## src/rtl/stimulus_ctrl_if.sv

```systemverilog
// Bus between the reaction-tester front end and StateMachine: state/turn inputs,
// handshake flags, measured time and current player.
interface stimulus_ctrl_if;
    logic [2:0] machine_state;
    logic [2:0] test_turn_A;
    logic [2:0] test_turn_B;
    logic [6:0] signals;
    logic [9:0] react_time;
    logic       cur_player;

    modport master (
        input  machine_state, test_turn_A, test_turn_B,
        output signals, react_time, cur_player
    );

    modport slave (
        output machine_state, test_turn_A, test_turn_B,
        input  signals, react_time, cur_player
    );
endinterface

```

## src/rtl/stimulus_ctrl.sv

```systemverilog
// Reaction-tester front end: key debouncing, random start delay, millisecond reaction
// timing and per-state handshake flags toward StateMachine.
module stimulus_ctrl #(
    parameter int unsigned MS_DIV       = 12000,
    parameter int unsigned DEBOUNCE_MS  = 20,
    parameter int unsigned MIN_DELAY_MS = 1000,
    parameter int unsigned OVERFLOW_MS  = 999
) (
    input  logic                   clk,
    input  logic                   rstn,
    input  logic                   key_action_n,
    input  logic                   key_react_n,
    stimulus_ctrl_if.master        bus
);

    localparam int unsigned TW = (MS_DIV > 1) ? $clog2(MS_DIV) : 1;
    localparam int unsigned DW = (DEBOUNCE_MS > 1) ? $clog2(DEBOUNCE_MS + 1) : 1;

    localparam logic [2:0] StIdle    = 3'd0;
    localparam logic [2:0] StWait    = 3'd1;
    localparam logic [2:0] StClrCnt1 = 3'd2;
    localparam logic [2:0] StStart   = 3'd3;
    localparam logic [2:0] StStorage = 3'd4;
    localparam logic [2:0] StClrCnt2 = 3'd5;
    localparam logic [2:0] StAverage = 3'd6;

    // signals bit positions
    localparam int unsigned FAction  = 6;
    localparam int unsigned FReact   = 5;
    localparam int unsigned FAverage = 4;
    localparam int unsigned FCompare = 3;
    localparam int unsigned FStart   = 2;
    localparam int unsigned FOvf     = 1;
    localparam int unsigned FCleared = 0;

    logic [TW-1:0]         tick_cnt_q, tick_cnt_d;
    logic                  ms_tick, clr_tick;
    logic [1:0]            sync1_q, sync2_q, level, db_q, press;
    logic [1:0][DW-1:0]    db_cnt_q;
    logic [15:0]           lfsr_q;
    logic [2:0]            prev_state_q;
    logic                  entry;
    logic [6:0]            flags_q, flags_d;
    logic [11:0]           delay_q, delay_d;
    logic [9:0]            react_cnt_q, react_cnt_d;
    logic [9:0]            react_time_q, react_time_d;
    logic                  cur_player_q, cur_player_d;
    logic [2:0]            turn_cur, turn_other;

    assign ms_tick    = (tick_cnt_q == TW'(MS_DIV - 1));
    assign tick_cnt_d = (clr_tick || ms_tick) ? '0 : tick_cnt_q + 1'b1;

    // Index 0 = action key, index 1 = react key; keys are active-low.
    assign level = ~sync2_q;
    always_comb begin
        for (int i = 0; i < 2; i++) begin
            press[i] = ms_tick && (level[i] != db_q[i]) && level[i] &&
                       (db_cnt_q[i] == DW'(DEBOUNCE_MS - 1));
        end
    end

    assign entry      = (bus.machine_state != prev_state_q);
    assign turn_cur   = cur_player_q ? bus.test_turn_A : bus.test_turn_B;
    assign turn_other = cur_player_q ? bus.test_turn_B : bus.test_turn_A;

    always_comb begin
        flags_d      = entry ? '0 : flags_q;
        delay_d      = delay_q;
        react_cnt_d  = react_cnt_q;
        react_time_d = react_time_q;
        cur_player_d = cur_player_q;
        clr_tick     = 1'b0;
        case (bus.machine_state)
            StIdle: begin
                if (press[0]) flags_d[FAction] = 1'b1;
            end
            StWait: begin
                if (entry) begin
                    delay_d = 12'(MIN_DELAY_MS) + {1'b0, lfsr_q[10:0]};
                end else if (delay_q == '0) begin
                    flags_d[FStart] = 1'b1;
                end else if (ms_tick) begin
                    delay_d = delay_q - 12'd1;
                end
            end
            StClrCnt1: begin
                flags_d[FCleared] = 1'b1;
                if (entry) begin
                    react_cnt_d  = '0;
                    react_time_d = '0;
                    clr_tick     = 1'b1;
                end
            end
            StStart: begin
                if (ms_tick && react_cnt_q != 10'(OVERFLOW_MS)) react_cnt_d = react_cnt_q + 10'd1;
                // Overflow wins over a press landing in the same cycle.
                if (entry || !flags_q[FReact]) begin
                    if (react_cnt_q == 10'(OVERFLOW_MS)) begin
                        flags_d[FReact] = 1'b1;
                        flags_d[FOvf]   = 1'b1;
                        react_time_d    = 10'(OVERFLOW_MS);
                    end else if (press[1]) begin
                        flags_d[FReact] = 1'b1;
                        react_time_d    = react_cnt_q;
                    end
                end
            end
            StStorage: begin
                if (turn_cur == 3'd7) flags_d[FAverage] = 1'b1;
                else if (press[0])    flags_d[FAction]  = 1'b1;
            end
            StClrCnt2: begin
                flags_d[FCleared] = 1'b1;
                if (entry) begin
                    react_cnt_d = '0;
                    clr_tick    = 1'b1;
                end
            end
            StAverage: begin
                if (bus.test_turn_A == 3'd7 && bus.test_turn_B == 3'd7) begin
                    flags_d[FCompare] = 1'b1;
                end else if (turn_other != 3'd7 && press[0] && (entry || !flags_q[FAction])) begin
                    flags_d[FAction] = 1'b1;
                    cur_player_d     = ~cur_player_q;
                end
            end
            default: ;
        endcase
    end

    always_ff @(posedge clk or negedge rstn) begin
        if (!rstn) begin
            tick_cnt_q   <= '0;
            sync1_q      <= 2'b11;
            sync2_q      <= 2'b11;
            db_q         <= '0;
            db_cnt_q     <= '0;
            lfsr_q       <= 16'hACE1;
            prev_state_q <= StIdle;
            flags_q      <= '0;
            delay_q      <= '0;
            react_cnt_q  <= '0;
            react_time_q <= '0;
            cur_player_q <= 1'b1;
        end else begin
            tick_cnt_q   <= tick_cnt_d;
            sync1_q      <= {key_react_n, key_action_n};
            sync2_q      <= sync1_q;
            lfsr_q       <= {lfsr_q[14:0], lfsr_q[15] ^ lfsr_q[13] ^ lfsr_q[12] ^ lfsr_q[10]};
            prev_state_q <= bus.machine_state;
            flags_q      <= flags_d;
            delay_q      <= delay_d;
            react_cnt_q  <= react_cnt_d;
            react_time_q <= react_time_d;
            cur_player_q <= cur_player_d;
            for (int i = 0; i < 2; i++) begin
                if (level[i] == db_q[i]) begin
                    db_cnt_q[i] <= '0;
                end else if (ms_tick) begin
                    if (db_cnt_q[i] == DW'(DEBOUNCE_MS - 1)) begin
                        db_q[i]     <= level[i];
                        db_cnt_q[i] <= '0;
                    end else begin
                        db_cnt_q[i] <= db_cnt_q[i] + 1'b1;
                    end
                end
            end
        end
    end

    // Flags drop in the entry cycle itself, before the register catches up.
    assign bus.signals    = entry ? '0 : flags_q;
    assign bus.react_time = react_time_q;
    assign bus.cur_player = cur_player_q;

endmodule

```

## src/flat_wrapper.sv

```systemverilog
// flat-port wrapper written by rule: the top's interface ports become plain ports
module stimulus_ctrl_flat 
#(
    parameter int unsigned MS_DIV       = 12000,
    parameter int unsigned DEBOUNCE_MS  = 20,
    parameter int unsigned MIN_DELAY_MS = 1000,
    parameter int unsigned OVERFLOW_MS  = 999
)
  (clk, rstn, key_action_n, key_react_n, bus_machine_state, bus_test_turn_A, bus_test_turn_B, bus_signals, bus_react_time, bus_cur_player);
  stimulus_ctrl_if bus_i ();
  input  logic clk;
  input  logic rstn;
  input  logic key_action_n;
  input  logic key_react_n;
  input wire logic [$bits(bus_i.machine_state)-1:0] bus_machine_state;
  input wire logic [$bits(bus_i.test_turn_A)-1:0] bus_test_turn_A;
  input wire logic [$bits(bus_i.test_turn_B)-1:0] bus_test_turn_B;
  output wire logic [$bits(bus_i.signals)-1:0] bus_signals;
  output wire logic [$bits(bus_i.react_time)-1:0] bus_react_time;
  output wire logic [$bits(bus_i.cur_player)-1:0] bus_cur_player;
  assign bus_i.machine_state = bus_machine_state;
  assign bus_i.test_turn_A = bus_test_turn_A;
  assign bus_i.test_turn_B = bus_test_turn_B;
  assign bus_signals = bus_i.signals;
  assign bus_react_time = bus_i.react_time;
  assign bus_cur_player = bus_i.cur_player;
  stimulus_ctrl #(.MS_DIV(MS_DIV), .DEBOUNCE_MS(DEBOUNCE_MS), .MIN_DELAY_MS(MIN_DELAY_MS), .OVERFLOW_MS(OVERFLOW_MS)) u_core (.clk(clk), .rstn(rstn), .key_action_n(key_action_n), .key_react_n(key_react_n), .bus(bus_i));
endmodule
```

## config.mk

```make
export PLATFORM = sky130hd
export DESIGN_NAME = stimulus_ctrl_flat
export DESIGN_NICKNAME = d
export VERILOG_FILES = /design/src/rtl/stimulus_ctrl_if.sv /design/src/rtl/stimulus_ctrl.sv /design/src/flat_wrapper.sv
export SDC_FILE = /design/constraint.sdc
export NUM_CORES = 1
export LEC_CHECK = 0
export BUFFER_PORTS_ARGS = -buffer_cell sky130_fd_sc_hd__buf_4
export CAP_MARGIN = 20
export CORE_MARGIN = 4
export CORE_UTILIZATION = 60
export CTS_CLUSTER_SIZE = 28
export DETAILED_ROUTE_END_ITERATION = 16
export PLACE_DENSITY = 0.79
export SYNTH_ARGS = -nofsm -noshare
export SYNTH_HDL_FRONTEND = slang
export SYNTH_SLANG_ARGS = --single-unit
export TNS_END_PERCENT = 100
```

## constraint.sdc

```tcl
create_clock -name clk -period 4.6 [get_ports clk]
set_input_delay 0.92 -clock clk [delete_from_list [all_inputs] [get_ports clk]]
set_output_delay 0.92 -clock clk [all_outputs]
set_load 0.1 [all_outputs]
```

==> impl_metrics.json <==
{
  "cts.path.max_buffers": 2,
  "hp-class": "flop to flop",
  "synth-seq-area-share_pct": 51.9,
  "full_die_area_mm2": 0.00862,
  "pin_count_of_the_biggest_net_entering_global_routing": 90,
  "finalWirelength_um": 8460,
  "finalHoldWorstSlack_ns": 0.358,
  "postSynthCellCount": 437,
  "drt-wirelength-per-cell_um": 14.9,
  "die_x_extent_um": 92.8,
  "worst_setup_hold_path_clk_slew_ns": 0.09,
  "peakVddDrop_mv": 0.223,
  "vias": 3234,
  "synth.cell_area_mm2": 0.00432,
  "globalRouteTotalUtil_pct": 20.8,
  "met3RoutedLength_um": 281,
  "drtPass1Iterations": 4,
  "syn_avg_cell_area_um2": 9.88,
  "final.min_clock_period_ns": 3.33,
  "power_density_mw_per_mm2": 317,
  "critPathMaxStageDelay_ns": 0.38,
  "core_region_area_mm2": 0.00691,
  "cts_setup_buffers": 0,
  "worst-setup-path-type": "primary input to output pin",
  "antenna_violating_nets_post_route": 0,
  "setup_total_negative_slack_ns": 0,
  "final.fill_count": 555,
  "final_net_count": 486,
  "die-height_um": 92.8,
  "hpwlAfterDp_um": 5730,
  "gr-total-overflow": 0,
  "synth.yosys.warnings": 0,
  "synth-seq-cells": 89,
  "first_iter_violations": 148,
  "clockRootBuffer": "clkbuf_8",
  "slew-limit-headroom_pct": 45.8,
  "drc": 0,
  "setup_viol_count_final": 0,
  "placementRows": 30,
  "routed-wl-met2_um": 4190,
  "ctsHoldBuffers": 0,
  "finalWeightedCongestion": 0.878,
  "final_max_slew_viol_count": 0,
  "cts_sinks": 89,
  "critical_path.endpoint_type": "output pin",
  "synth_cell_type_count": 58,
  "antennaDiodeCount": 0,
  "routed_via_density": 5.69,
  "synth_top_flop_cell": "dfrtp_1",
  "mostFrequentLayoutCells": "dfrtp_1 (76), nor2_1 (47), nand2_1 (41), buf_4 (34), a21oi_1 (26)",
  "grt_first_pass_wirelength_um": 14400,
  "antenna_violations_before_repair": 0,
  "status": "finished, final reports clean",
  "critical_path_arrival_ns": 2.41,
  "critical_path_required_ns": 3.68,
  "number_of_i_o_port_buffers": 30,
  "design.portCount": 31,
  "finalHoldViolCount": 0,
  "postSynth.asyncResetShare_pct": 100,
  "grt_setup_unrepaired": "no",
  "worstPathCellList": "buf_4, xnor2_1, and3_1, buf_4, and2_1, buf_4",
  "route.top_layer_used": "met4",
  "number_of_clock_buffers_inserted_by_tritoncts": 9,
  "slowest_stage": "and3_1",
  "sequential_cell_area_mm2": 0.00224,
  "static-leakage-power_nw": 2.15,
  "critPathMostFrequentCell": "buf_4",
  "syn_to_final_growth_pct": 12.3,
  "clock_tree_from_tritoncts": "built",
  "start_util_pct": 62.5,
  "finClkSkew_ns": 0.0124,
  "maximum_frequency_from_static_timing_analysis_mhz": 300,
  "tightest_slew_ns": 0.804,
  "r2r_slack_ns": 1.94,
  "routedLengthMet1_um": 3830,
  "synth-edff-count": 0,
  "mappedNetlistNets": 456,
  "post_route_cells_drive_above_1_share_pct": 15.7,
  "fin_crit_sh_pct": 72.5,
  "timing.critical_path.fanout_max": 21,
  "cts_repair_resize_count": 0,
  "worst_skew_pair.late_latency_ns": 0.35,
  "layout_commonest_cell": "dfrtp_1",
  "htreeDepth": 3,
  "multi_input_area_mm2": 0.00192,
  "cap_violations": 0,
  "via_count_of_the_first_global_routing_pass": 3115,
  "worstSetupStartpointType": "primary input"
}
## sequential cells by signal, summed over array words and instances (netlist names), 3 cells and up
name	flops
u_core.prev_state_q	3
u_core.lfsr_q	16
u_core.react_cnt_q	10
u_core.db_cnt_q	10
u_core.flags_q	7
u_core.tick_cnt_q	14
u_core.bus.react_time	10
u_core.delay_q	12
## area by class of cell
type	instances	area share, %
Inverter	22	1.70
Clock buffer	12	2.99
Clock inverter	4	1.11
Sequential cell	89	46.2
Timing Repair Buffer	35	5.83
Tap cell	96	2.48
Multi-Input combinational cell	310	39.7
## synth_stat cells (4+ instances only)
library cell	count	area, um^2
a31oi_1	4	25.0
and2_1	5	31.3
nor2_1	47	176
nor3_1	17	85.1
o21ai_0	24	120
dfstp_2	13	342
nand4_1	6	37.5
a2bb2oi_1	4	35.0
mux2i_1	10	100
nand2_1	41	154
mux2_2	4	45.0
nand2b_1	4	25.0
xnor2_1	19	166
clkbuf_1	13	48.8
a21oi_1	26	130
dfrtp_1	76	1900
nor2b_1	4	25.0
or4_1	5	37.5
nand3_1	18	90.1
inv_1	22	82.6
nor4_1	8	50.1
xor2_1	15	131
ha_1	6	75.1
## final timing paths
check                                                from                                   end  depth (start not counted)
max                                  bus_machine_state[0]                        bus_signals[2]                          6
min                           u_core.lfsr_q[14]$_DFF_PN0_           u_core.lfsr_q[15]$_DFF_PN1_                          0
max reg2reg                u_core.tick_cnt_q[5]$_DFF_PN0_  u_core.bus.react_time[1]$_DFFE_PN0P_                          7
min reg2reg                   u_core.lfsr_q[14]$_DFF_PN0_           u_core.lfsr_q[15]$_DFF_PN1_                          0
max in group asynchronous                            rstn           u_core.sync1_q[1]$_DFF_PN1_                          2
min in group asynchronous                            rstn           u_core.lfsr_q[14]$_DFF_PN0_                          1
## logic make-up after synthesis
group / after synthesis / share of synthesized area (%)
AND/OR/NAND/NOR: 177 / 21.0
multiplexers: 14 / 3.36
flip-flops: 89 / 51.9
adder cells (fa/ha/maj): 6 / 1.74
XOR/XNOR: 34 / 6.89
buffers and inverters: 38 / 3.51
AO/OA/AOI/OAI: 79 / 11.6
## metal layers
layer / vias up / GRT usage, %
met1: 1563 / 28.0
met5: - / 0
met3: 17 / 5.20
met4: 0 / 7.57
met2: 64 / 32.9
li1: 1590 / -
## report_power, final
group | internal (mW) | leakage, nW | switching (mW)
sequential | 0.816 | 1.16 | 0.0370
clock | 0.268 | 0.0928 | 0.269
combinational | 0.0581 | 0.898 | 0.0898
## worst max-delay path: cells and delay by family
family / cells / cell delay [ns]
XOR/XNOR: 1 / 0.20
buffers and inverters: 3 / 0.74
AND/OR/NAND/NOR: 2 / 0.55
## metrics by stage
stage | util [%] | total power [mW] | worst slack [ns] | std cells | cell area [um^2]
global route | 70.3 | 1.61 | 1.18 | 568 | 4850
finish | 70.3 | 1.54 | 1.27 | 568 | 4850
detailed placement | 67.0 | 1.01 | 1.27 | 551 | 4630
CTS | 69.9 | 1.55 | 1.27 | 567 | 4820
global placement | 67.0 | 1.01 | 1.33 | 551 | 4630
floorplan | - | 0.960 | 0.834 | 437 | 4320
(Power assumes the default switching activity.)
